File: src/rtl/regfile_port_scheduler_if.sv
// Bundle between the write/read requesters, the scheduler and the mode-multiplexed
// 32x32 register file. The scheduler sits on the slave side.
interface regfile_port_scheduler_if #(
    parameter int NUM_WR = 4
);
    logic [NUM_WR-1:0]    wr_valid;
    logic [NUM_WR-1:0]    wr_ready;
    logic [NUM_WR*5-1:0]  wr_addr;
    logic [NUM_WR*32-1:0] wr_data;

    logic                 rd_valid;
    logic                 rd_ready;
    logic [4:0]           rd_addr1;
    logic [4:0]           rd_addr2;
    logic                 rd_resp_valid;
    logic [31:0]          rd_data1;
    logic [31:0]          rd_data2;

    logic                 rf_mode;
    logic [4:0]           rf_waddr;
    logic [31:0]          rf_wdata;
    logic [4:0]           rf_raddr1;
    logic [4:0]           rf_raddr2;
    logic [31:0]          rf_rdata1;
    logic [31:0]          rf_rdata2;

    logic                 busy;

    modport master (
        output wr_valid, wr_addr, wr_data,
        output rd_valid, rd_addr1, rd_addr2,
        output rf_rdata1, rf_rdata2,
        input  wr_ready, rd_ready, rd_resp_valid, rd_data1, rd_data2,
        input  rf_mode, rf_waddr, rf_wdata, rf_raddr1, rf_raddr2, busy
    );

    modport slave (
        input  wr_valid, wr_addr, wr_data,
        input  rd_valid, rd_addr1, rd_addr2,
        input  rf_rdata1, rf_rdata2,
        output wr_ready, rd_ready, rd_resp_valid, rd_data1, rd_data2,
        output rf_mode, rf_waddr, rf_wdata, rf_raddr1, rf_raddr2, busy
    );
endinterface

File: src/rtl/regfile_port_scheduler.sv
// Schedules one transfer per cycle onto a register file that is either in read or write mode:
// round-robin write-back requesters against a dual-address reader, with RAW and starvation guards.
module regfile_port_scheduler #(
    parameter int NUM_WR       = 4,
    parameter int STARVE_LIMIT = 3
) (
    input  logic                   clk,
    input  logic                   rst_n,
    regfile_port_scheduler_if.slave bus
);
    localparam int               PTR_W      = (NUM_WR > 1) ? $clog2(NUM_WR) : 1;
    localparam logic [3:0]       STARVE_MAX = 4'(STARVE_LIMIT);
    localparam logic [PTR_W-1:0] LAST_IDX   = PTR_W'(NUM_WR - 1);

    logic [4:0]        wr_addr_arr [NUM_WR];
    logic [31:0]       wr_data_arr [NUM_WR];
    logic [NUM_WR-1:0] addr_hit;

    logic [PTR_W-1:0]  rr_ptr_reg;
    logic [3:0]        starve_cnt_reg;
    logic              rf_mode_reg;
    logic [4:0]        rf_waddr_reg;
    logic [31:0]       rf_wdata_reg;
    logic [4:0]        rf_raddr1_reg;
    logic [4:0]        rf_raddr2_reg;
    logic              rd_pend_reg;
    logic              rd_resp_valid_reg;
    logic [31:0]       rd_data1_reg;
    logic [31:0]       rd_data2_reg;

    logic              any_wr;
    logic              hazard;
    logic              rd_grant;
    logic              wr_grant;
    logic [PTR_W-1:0]  wr_sel;
    logic [PTR_W-1:0]  rr_ptr_next;
    logic [PTR_W:0]    cand;

    generate
        for (genvar gi = 0; gi < NUM_WR; gi++) begin : g_req
            assign wr_addr_arr[gi] = bus.wr_addr[gi*5 +: 5];
            assign wr_data_arr[gi] = bus.wr_data[gi*32 +: 32];
            // A pending write to either read address must land before that read may go.
            assign addr_hit[gi]    = bus.wr_valid[gi] &&
                                     ((bus.wr_addr[gi*5 +: 5] == bus.rd_addr1) ||
                                      (bus.wr_addr[gi*5 +: 5] == bus.rd_addr2));
        end
    endgenerate

    assign any_wr = |bus.wr_valid;
    assign hazard = |addr_hit;

    // Scan from the farthest offset down so the nearest valid index after rr_ptr wins.
    always_comb begin
        wr_sel = '0;
        cand   = '0;
        for (int k = NUM_WR - 1; k >= 0; k--) begin
            cand = {1'b0, rr_ptr_reg} + (PTR_W+1)'(k);
            if (cand >= (PTR_W+1)'(NUM_WR)) begin
                cand = cand - (PTR_W+1)'(NUM_WR);
            end
            if (bus.wr_valid[cand[PTR_W-1:0]]) begin
                wr_sel = cand[PTR_W-1:0];
            end
        end
    end

    assign rr_ptr_next = (wr_sel == LAST_IDX) ? '0 : wr_sel + 1'b1;

    assign rd_grant = rst_n && bus.rd_valid && !hazard &&
                      (!any_wr || (starve_cnt_reg < STARVE_MAX));
    assign wr_grant = rst_n && any_wr && !rd_grant;

    assign bus.rd_ready = rd_grant;
    assign bus.wr_ready = wr_grant ? (NUM_WR'(1) << wr_sel) : '0;

    always_ff @(posedge clk or negedge rst_n) begin
        if (!rst_n) begin
            rr_ptr_reg        <= '0;
            starve_cnt_reg    <= '0;
            rf_mode_reg       <= 1'b0;
            rf_waddr_reg      <= '0;
            rf_wdata_reg      <= '0;
            rf_raddr1_reg     <= '0;
            rf_raddr2_reg     <= '0;
            rd_pend_reg       <= 1'b0;
            rd_resp_valid_reg <= 1'b0;
            rd_data1_reg      <= '0;
            rd_data2_reg      <= '0;
        end else begin
            rf_mode_reg       <= wr_grant;
            rd_pend_reg       <= rd_grant;
            rd_resp_valid_reg <= rd_pend_reg;

            if (wr_grant) begin
                rf_waddr_reg   <= wr_addr_arr[wr_sel];
                rf_wdata_reg   <= wr_data_arr[wr_sel];
                rr_ptr_reg     <= rr_ptr_next;
                starve_cnt_reg <= '0;
            end else if (rd_grant) begin
                rf_raddr1_reg <= bus.rd_addr1;
                rf_raddr2_reg <= bus.rd_addr2;
                if (!any_wr) begin
                    starve_cnt_reg <= '0;
                end else if (starve_cnt_reg < STARVE_MAX) begin
                    starve_cnt_reg <= starve_cnt_reg + 4'd1;
                end
            end

            // Register file read data is valid during the issue cycle of the read.
            if (rd_pend_reg) begin
                rd_data1_reg <= bus.rf_rdata1;
                rd_data2_reg <= bus.rf_rdata2;
            end
        end
    end

    assign bus.rf_mode       = rf_mode_reg;
    assign bus.rf_waddr      = rf_waddr_reg;
    assign bus.rf_wdata      = rf_wdata_reg;
    assign bus.rf_raddr1     = rf_raddr1_reg;
    assign bus.rf_raddr2     = rf_raddr2_reg;
    assign bus.rd_resp_valid = rd_resp_valid_reg;
    assign bus.rd_data1      = rd_data1_reg;
    assign bus.rd_data2      = rd_data2_reg;
    assign bus.busy          = rf_mode_reg | rd_pend_reg;
endmodule

File: src/flat_wrapper.sv
// flat-port wrapper written by rule: the top's interface ports become plain ports
module regfile_port_scheduler_flat 
#(
    parameter int NUM_WR       = 4,
    parameter int STARVE_LIMIT = 3
)
  (clk, rst_n, bus_wr_valid, bus_wr_addr, bus_wr_data, bus_rd_valid, bus_rd_addr1, bus_rd_addr2, bus_rf_rdata1, bus_rf_rdata2, bus_wr_ready, bus_rd_ready, bus_rd_resp_valid, bus_rd_data1, bus_rd_data2, bus_rf_mode, bus_rf_waddr, bus_rf_wdata, bus_rf_raddr1, bus_rf_raddr2, bus_busy);
  regfile_port_scheduler_if #(.NUM_WR(NUM_WR)) bus_i ();
  input  logic clk;
  input  logic rst_n;
  input wire logic [$bits(bus_i.wr_valid)-1:0] bus_wr_valid;
  input wire logic [$bits(bus_i.wr_addr)-1:0] bus_wr_addr;
  input wire logic [$bits(bus_i.wr_data)-1:0] bus_wr_data;
  input wire logic [$bits(bus_i.rd_valid)-1:0] bus_rd_valid;
  input wire logic [$bits(bus_i.rd_addr1)-1:0] bus_rd_addr1;
  input wire logic [$bits(bus_i.rd_addr2)-1:0] bus_rd_addr2;
  input wire logic [$bits(bus_i.rf_rdata1)-1:0] bus_rf_rdata1;
  input wire logic [$bits(bus_i.rf_rdata2)-1:0] bus_rf_rdata2;
  output wire logic [$bits(bus_i.wr_ready)-1:0] bus_wr_ready;
  output wire logic [$bits(bus_i.rd_ready)-1:0] bus_rd_ready;
  output wire logic [$bits(bus_i.rd_resp_valid)-1:0] bus_rd_resp_valid;
  output wire logic [$bits(bus_i.rd_data1)-1:0] bus_rd_data1;
  output wire logic [$bits(bus_i.rd_data2)-1:0] bus_rd_data2;
  output wire logic [$bits(bus_i.rf_mode)-1:0] bus_rf_mode;
  output wire logic [$bits(bus_i.rf_waddr)-1:0] bus_rf_waddr;
  output wire logic [$bits(bus_i.rf_wdata)-1:0] bus_rf_wdata;
  output wire logic [$bits(bus_i.rf_raddr1)-1:0] bus_rf_raddr1;
  output wire logic [$bits(bus_i.rf_raddr2)-1:0] bus_rf_raddr2;
  output wire logic [$bits(bus_i.busy)-1:0] bus_busy;
  assign bus_i.wr_valid = bus_wr_valid;
  assign bus_i.wr_addr = bus_wr_addr;
  assign bus_i.wr_data = bus_wr_data;
  assign bus_i.rd_valid = bus_rd_valid;
  assign bus_i.rd_addr1 = bus_rd_addr1;
  assign bus_i.rd_addr2 = bus_rd_addr2;
  assign bus_i.rf_rdata1 = bus_rf_rdata1;
  assign bus_i.rf_rdata2 = bus_rf_rdata2;
  assign bus_wr_ready = bus_i.wr_ready;
  assign bus_rd_ready = bus_i.rd_ready;
  assign bus_rd_resp_valid = bus_i.rd_resp_valid;
  assign bus_rd_data1 = bus_i.rd_data1;
  assign bus_rd_data2 = bus_i.rd_data2;
  assign bus_rf_mode = bus_i.rf_mode;
  assign bus_rf_waddr = bus_i.rf_waddr;
  assign bus_rf_wdata = bus_i.rf_wdata;
  assign bus_rf_raddr1 = bus_i.rf_raddr1;
  assign bus_rf_raddr2 = bus_i.rf_raddr2;
  assign bus_busy = bus_i.busy;
  regfile_port_scheduler #(.NUM_WR(NUM_WR), .STARVE_LIMIT(STARVE_LIMIT)) u_core (.clk(clk), .rst_n(rst_n), .bus(bus_i));
endmodule
File: config.mk
export PLATFORM = sky130hd
export DESIGN_NAME = regfile_port_scheduler_flat
export DESIGN_NICKNAME = d
export VERILOG_FILES = /design/src/rtl/regfile_port_scheduler_if.sv /design/src/rtl/regfile_port_scheduler.sv /design/src/flat_wrapper.sv
export SDC_FILE = /design/constraint.sdc
export NUM_CORES = 1
export LEC_CHECK = 0
export CAP_MARGIN = 0
export CORE_AREA = 4 4 132 134
export CTS_CLUSTER_SIZE = 12
export DETAILED_ROUTE_END_ITERATION = 8
export DIE_AREA = 0 0 136 138
export GPL_TIMING_DRIVEN = 0
export PLACE_DENSITY = 0.85
export SYNTH_ARGS = -nofsm -noshare
export SYNTH_HDL_FRONTEND = slang
export SYNTH_SLANG_ARGS = --single-unit
File: constraint.sdc
create_clock -name clk -period 4.5 [get_ports clk]
set_input_delay 0.45 -clock clk [delete_from_list [all_inputs] [get_ports clk]]
set_output_delay 0.45 -clock clk [all_outputs]
set_load 0.05 [all_outputs]
Yosys cells after proc, flatten, opt, wreduce, memory -nomap -nowiden
Cells that the tools add are included.

Bits of input ports: 229. Word-level logic and storage cells: 94. Register bits after elaboration: 120. Output and inout bits: 119.

Reduce and logical (&&, ||, !) cells: 22. Muxes and demuxes: 28. Add/subtract/negate cells: 9. Equality and inequality tests: 10. Magnitude comparators: 10. Bitwise logic cells: 3. Shift operators: 1.

Operators by type and width (count): $bmux W32 S2 (1); $mux W32 (2); $eq A5 B5 Y1 (8); $mux W4 (5); $mux W2 (9); $ge A3 B3 Y1 const B (4); $lt A2 B3 Y1 const B (4); $bmux W5 S2 (1); $mux W5 (2); $logic_and A1 B1 Y1 (9); $bmux W1 S2 (4); $reduce_or A4 Y1 (2); $sub A2 B1 Y2 const B (4); $add A2 B2 Y3 const B (2); $logic_or A1 B1 Y1 (5); $add A4 B1 Y4 const B (1); $lt A4 B2 Y1 const B (1); $mux W1 (4); $reduce_and A2 Y1 (2); $shl A1 B2 Y4 const A (1); $add A2 B1 Y3 const B (1); $ge A2 B3 Y1 const B (1); $logic_not A1 Y1 (3); $ne A3 B3 Y1 const B (1); other kinds (6) (6).

Depth between registers and ports, before layout
Depth after elaboration: 13. Depth in mapped cells: 9. Mapped depth without buffers: 7.

Worst setup path after synthesis
OpenSTA, ideal clock, no wires.

Kind: input to output. Start: input port bus_rd_addr1[0]. End: output port bus_wr_ready[0]. Data required time: 4.050 ns. Cell stages on the path: 8. Slack: 1.821 ns. Path buffers: 2. Arrival time: 2.229 ns. Path through: buf_4 -> xor2_1 -> nor4_2 -> a31oi_1 -> and4_4 -> a21oi_4 -> buf_8 -> and2_1.

Cells in the longest elaborated chain, start to end: 10. Elaborated cells between the ends (all ways): 19. Those cells by class: eq/ne: 4; mux: 1; reduce/logical: 14.

Ends and longest elaborated chain: start: declaration (RTL line flat_wrapper.sv:15) `input wire logic [$bits(bus_i.rd_addr1)-1:0] bus_rd_addr1;`; $eq A5 B5 Y1 (RTL line regfile_port_scheduler.sv:45) `((bus.wr_addr[gi*5 +: 5] == bus.rd_addr1) ||`; $logic_or A1 B1 Y1 (RTL line regfile_port_scheduler.sv:45); $logic_and A1 B1 Y1 (RTL line regfile_port_scheduler.sv:44) `assign addr_hit[gi] = bus.wr_valid[gi] &&`; $reduce_or A4 Y1 (*) (RTL line regfile_port_scheduler.sv:51) `assign hazard = |addr_hit;`; $logic_not A1 Y1 (*) (RTL line regfile_port_scheduler.sv:70) `assign rd_grant = rst_n && bus.rd_valid && !hazard &&`; $logic_and A1 B1 Y1 (*) (2 in a row) (RTL line regfile_port_scheduler.sv:70); $logic_not A1 Y1 (*) (RTL line regfile_port_scheduler.sv:72) `assign wr_grant = rst_n && any_wr && !rd_grant;`; $logic_and A1 B1 Y1 (*) (RTL line regfile_port_scheduler.sv:72); named net u_core.wr_grant (RTL line regfile_port_scheduler.sv:34) `logic wr_grant;`; $mux W4 (*) (RTL line regfile_port_scheduler.sv:75) `assign bus.wr_ready = wr_grant ? (NUM_WR'(1) << wr_sel) : '0;`; end: declaration (RTL line flat_wrapper.sv:19) `output wire logic [$bits(bus_i.wr_ready)-1:0] bus_wr_ready;`.

Mark *: on every way through the listed nets, which the timed path passes. The rest lies on a longest branch.

Worst setup path after layout
Start: input port bus_wr_valid[0]. End: output port bus_wr_ready[3].

Cells in the longest elaborated chain, start to end: 8. Elaborated cells between the ends (all ways): 25. Those cells by class: shift: 1; mux: 13; reduce/logical: 11.

Ends and longest elaborated chain: start: declaration (RTL line flat_wrapper.sv:11) `input wire logic [$bits(bus_i.wr_valid)-1:0] bus_wr_valid;`; $bmux W1 S2 / $logic_and A1 B1 Y1 (equally long branches) (RTL line regfile_port_scheduler.sv:62, regfile_port_scheduler.sv:44); $mux W1 (implied by the code) / $reduce_or A4 Y1 (equally long branches) (RTL line regfile_port_scheduler.sv:62, regfile_port_scheduler.sv:51); $mux W2 / $logic_not A1 Y1 (equally long branches) (RTL line regfile_port_scheduler.sv:62, regfile_port_scheduler.sv:70); $mux W2 / $logic_and A1 B1 Y1 (equally long branches) (2 in a row) (RTL line regfile_port_scheduler.sv:62, regfile_port_scheduler.sv:70); $mux W2 / $logic_not A1 Y1 (equally long branches) (RTL line regfile_port_scheduler.sv:62, regfile_port_scheduler.sv:72); $shl A1 B2 Y4 / $logic_and A1 B1 Y1 (equally long branches) (RTL line regfile_port_scheduler.sv:75, regfile_port_scheduler.sv:72); $mux W4 (*) (RTL line regfile_port_scheduler.sv:75).

Mark *: on every way between the ends. The rest lies on a longest branch, timed or not. The select of a mux whose other input is x is not followed.

==> impl_metrics.csv <==
group,metric,value,unit
outcome,run_status,"finished, violations left",
outcome,violations,"negative hold slack",
setup_path,critPathCaptureType,"output port",
synth,syn_nets,711,
min_path,hold_path.class,"in2async",
sta,timing.final.ws_setup,591,ps
setup_path,cp-start-kind,"primary input",
setup_path,cp.arrival,3460,ps
sta,rsz0062_at_grt,"no",
routing,drt_pre_antenna_iters,4,
power,power_density,600,mW/mm^2
synth,syn_inst,477,
routing,drt-vias-per-instance,4.89,
sta,worstMarginPinSlew,705,ps
routing,routedWlPerCell,19.5,um
synth,yosysWarnings,0,
sta,whs,-12.4,ps
cts,hold_buffers,0,
synth,ys_seq_area_share,46.1,%
synth,synth_edf_count,0,
layout,nFillCells,1240,
sta,finalSetupViolations,0,
cts,cts_repair_resize_count,0,
synth,synthSimpleGateAreaFrac,2.71,%
cts,post_cts_buffers,0,
floorplan,design.portCount,348,
setup_path,criticalPathCategory,"in2out",
synth,yosysTopAreaCell,"dfrtp_1",
layout,final-seq-area,0.00300,mm^2
routing,drtIter0Drc,136,
synth,synth_top_area_share,46.1,%
setup_path,rrSetupSlack,2050,ps
floorplan,fp.coreArea,0.0163,mm^2
routing,routed_wirelength,20800,um
setup_path,worstPathRequired,4050,ps
floorplan,num_rows,47,
synth,synth_ff_type,"dfrtp_1",
cts,cts_inserted_buffers,17,
setup_path,critPathLaunch,"bus_wr_valid[0]",
sta,final.period_utilization,86.9,%
grt,first_global_vias,5847,
sta,relSlewSlack,53.0,%
synth,synth_top_family_by_area,"multiplexers",
routing,drc_errors,0,
synth,syn_area_per_cell,13.7,um^2
routing,drt.antenna.violating_nets,0,
synth,synth_xor_area_share,5.38,%
layout,layout.nets,1068,
power,p_leak,4.67,nW
synth,netlist-cell-type-count,41,
layout,multi_input_area,0.00323,mm^2
floorplan,die_area,0.0188,mm^2
grt,grt_max_degree,67,
synth,async_flop_share,100,%
floorplan,fp.dieH,138,um
cts,cts_num_sinks,120,
synth,synthTopCellsByCount,"120 x dfrtp_1, 113 x mux2i_1, 78 x mux2_2",
synth,synth-compound-area-share,1.81,%
flow_run,drv_cap,0,
setup_path,rr_endpoint,"u_core.bus.rf_wdata[30]",
sta,slew_violations,0,
power,ir_drop,0.416,mV
sta,layout_min_cycle_time,3910,ps
place,hpwl,16600,um
layout,drive_above_1_share,20.8,%
routing,via_count,5217,
floorplan,start_util,40.0,%
power,power,0.00647,W
cts,cts.clk_slew.worst_paths,60,ps
sta,fmax,0.256,GHz
setup_path,r2r_start,"u_core.rr_ptr_reg[1]",
cts,insertion_delay,410,ps
grt,grt_pass1_wl,31700,um
floorplan,die_x,136,um
place,gp_congestion,0.827,
setup_path,ff2ff_path_depth,9,
grt,antenna_found_initial,0,
synth,synthAdderAreaFrac,0.960,%
cts,ctsHtreeMaxLevel,4,
place,dp_slack,575,ps
sta,hold_violations,5,
grt,groute.usage.overall,21.8,%
synth,synthesis.area,0.00651,mm^2
layout,antenna_cells,0,
synth,synthMuxAreaShare,38.7,%
setup_path,worstSetupEndpoint,"bus_wr_ready[3]",
sta,tns,0,ps
grt,overflow,0,
cts,tritoncts,"done",
place,port_buffers,337,
synth,synth_area_leaders,"dfrtp_1 46%, mux2i_1 17%, mux2_2 13%, mux2_4 7.8%, xnor2_1 2.7%",
synth,synth_most_common_cell,"dfrtp_1",
synth,synth-seq-cells,120,
cts,cts_root_buffer,"clkbuf_16",
setup_path,worst-path-max-fanout,11,
sta,final.setup_skew,7.33,ps
cts,clockBufferDepth,2,
layout,area_delta_synth_final,65.6,%
==> how the worst min path moves through the flow <==
| stage | from | end | slack [ps] | cells after the start |
|---|---|---|---|---|
| 6_report | rst_n | u_core.bus.rf_raddr1[1] | -10 | 1 |
| 4_1_cts | rst_n | u_core.bus.rf_raddr1[1] | 1 | 1 |
| 3_5_place_dp | u_core.rd_pend_reg | u_core.bus.rd_resp_valid | 440 | 0 |
| 2_1_floorplan | rst_n | u_core.bus.rd_data1[0] | 150 | 0 |
| 3_3_place_gp | u_core.rd_pend_reg | u_core.bus.rd_resp_valid | 430 | 0 |
| 5_1_grt | rst_n | u_core.bus.rf_raddr1[1] | 20 | 1 |
==> where the power goes <==
part	switching (W)	internal (W)	total [W]	leakage, nW
Clock	0.000497	0.000883	0.00138	0.279
Sequential	0.000202	0.00143	0.00163	1.42
Combinational	0.00202	0.00145	0.00347	2.97
==> logic make-up (layout without fill, tap and decap cells) <==
family,after synthesis,in the layout
AND/OR/NAND/NOR,29,29
XOR/XNOR,40,40
AO/OA/AOI/OAI,16,16
adder cells (fa/ha/maj),5,5
buffers and inverters,42,411
flip-flops,120,120
multiplexers,225,225
==> critical path, stage by stage <==
cell,delay [ps]
clkdlybuf4s50_1,550
nor2b_1,210
o21ai_0,150
o21a_1,150
clkbuf_1,190
buf_4,240
buf_2,330
ha_1,230
and2_1,130
clkdlybuf4s50_1,830
==> cells in the final DEF (no fill, tap or decap), types with 2 or more instances in the layout <==
cell type | Yosys | routed
clkinvlp_4 | 0 | 4
xnor2_1 | 20 | 20
clkinv_2 | 0 | 2
ha_1 | 5 | 5
and3_1 | 2 | 2
nand4_1 | 4 | 4
buf_2 | 14 | 14
inv_6 | 0 | 2
a21oi_1 | 2 | 2
clkbuf_1 | 8 | 10
o22ai_1 | 4 | 4
nand3_1 | 3 | 3
buf_4 | 5 | 5
dfrtp_1 | 120 | 120
nand2_1 | 4 | 4
buf_6 | 3 | 4
and2_1 | 4 | 4
mux2_4 | 34 | 34
bufinv_16 | 0 | 3
mux2_2 | 78 | 78
nor4_1 | 4 | 4
buf_12 | 3 | 3
inv_1 | 7 | 7
clkbuf_16 | 0 | 17
mux2i_1 | 113 | 113
clkdlybuf4s50_1 | 0 | 336
xor2_1 | 20 | 20
==> area by class of cell <==
type                    instances  share of cell area [%]
plain buffers                  35                    2.40
inverters                       7                   0.244
clock inverters                11                    1.37
repair buffers                338                    31.5
multi-input cells             315                    29.9
well taps                     220                    2.55
flip-flops and latches        120                    27.8
clock buffers                  20                    4.14
==> per-stage QoR <==
step           instance area [um^2]  hold WS [ps]  utilization, %  instances
4_1_cts                       10800          1.42            66.2       1066
3_5_place_dp                  10200           435            62.6       1035
3_3_place_gp                  10200           428            62.4       1034
5_1_grt                       10800          16.7            66.2       1066
6_report                      10800         -12.4            66.2       1066
2_1_floorplan                  6520           154               -        477
==> per-layer routing <==
layer,GRT usage (%),vias up,wire length [um]
met1,24.2,2518,7890
li1,-,2421,-
met5,0,-,0
met4,7.11,0,459
met2,38.3,242,10500
met3,8.03,36,1940
(Power assumes the default switching activity.)
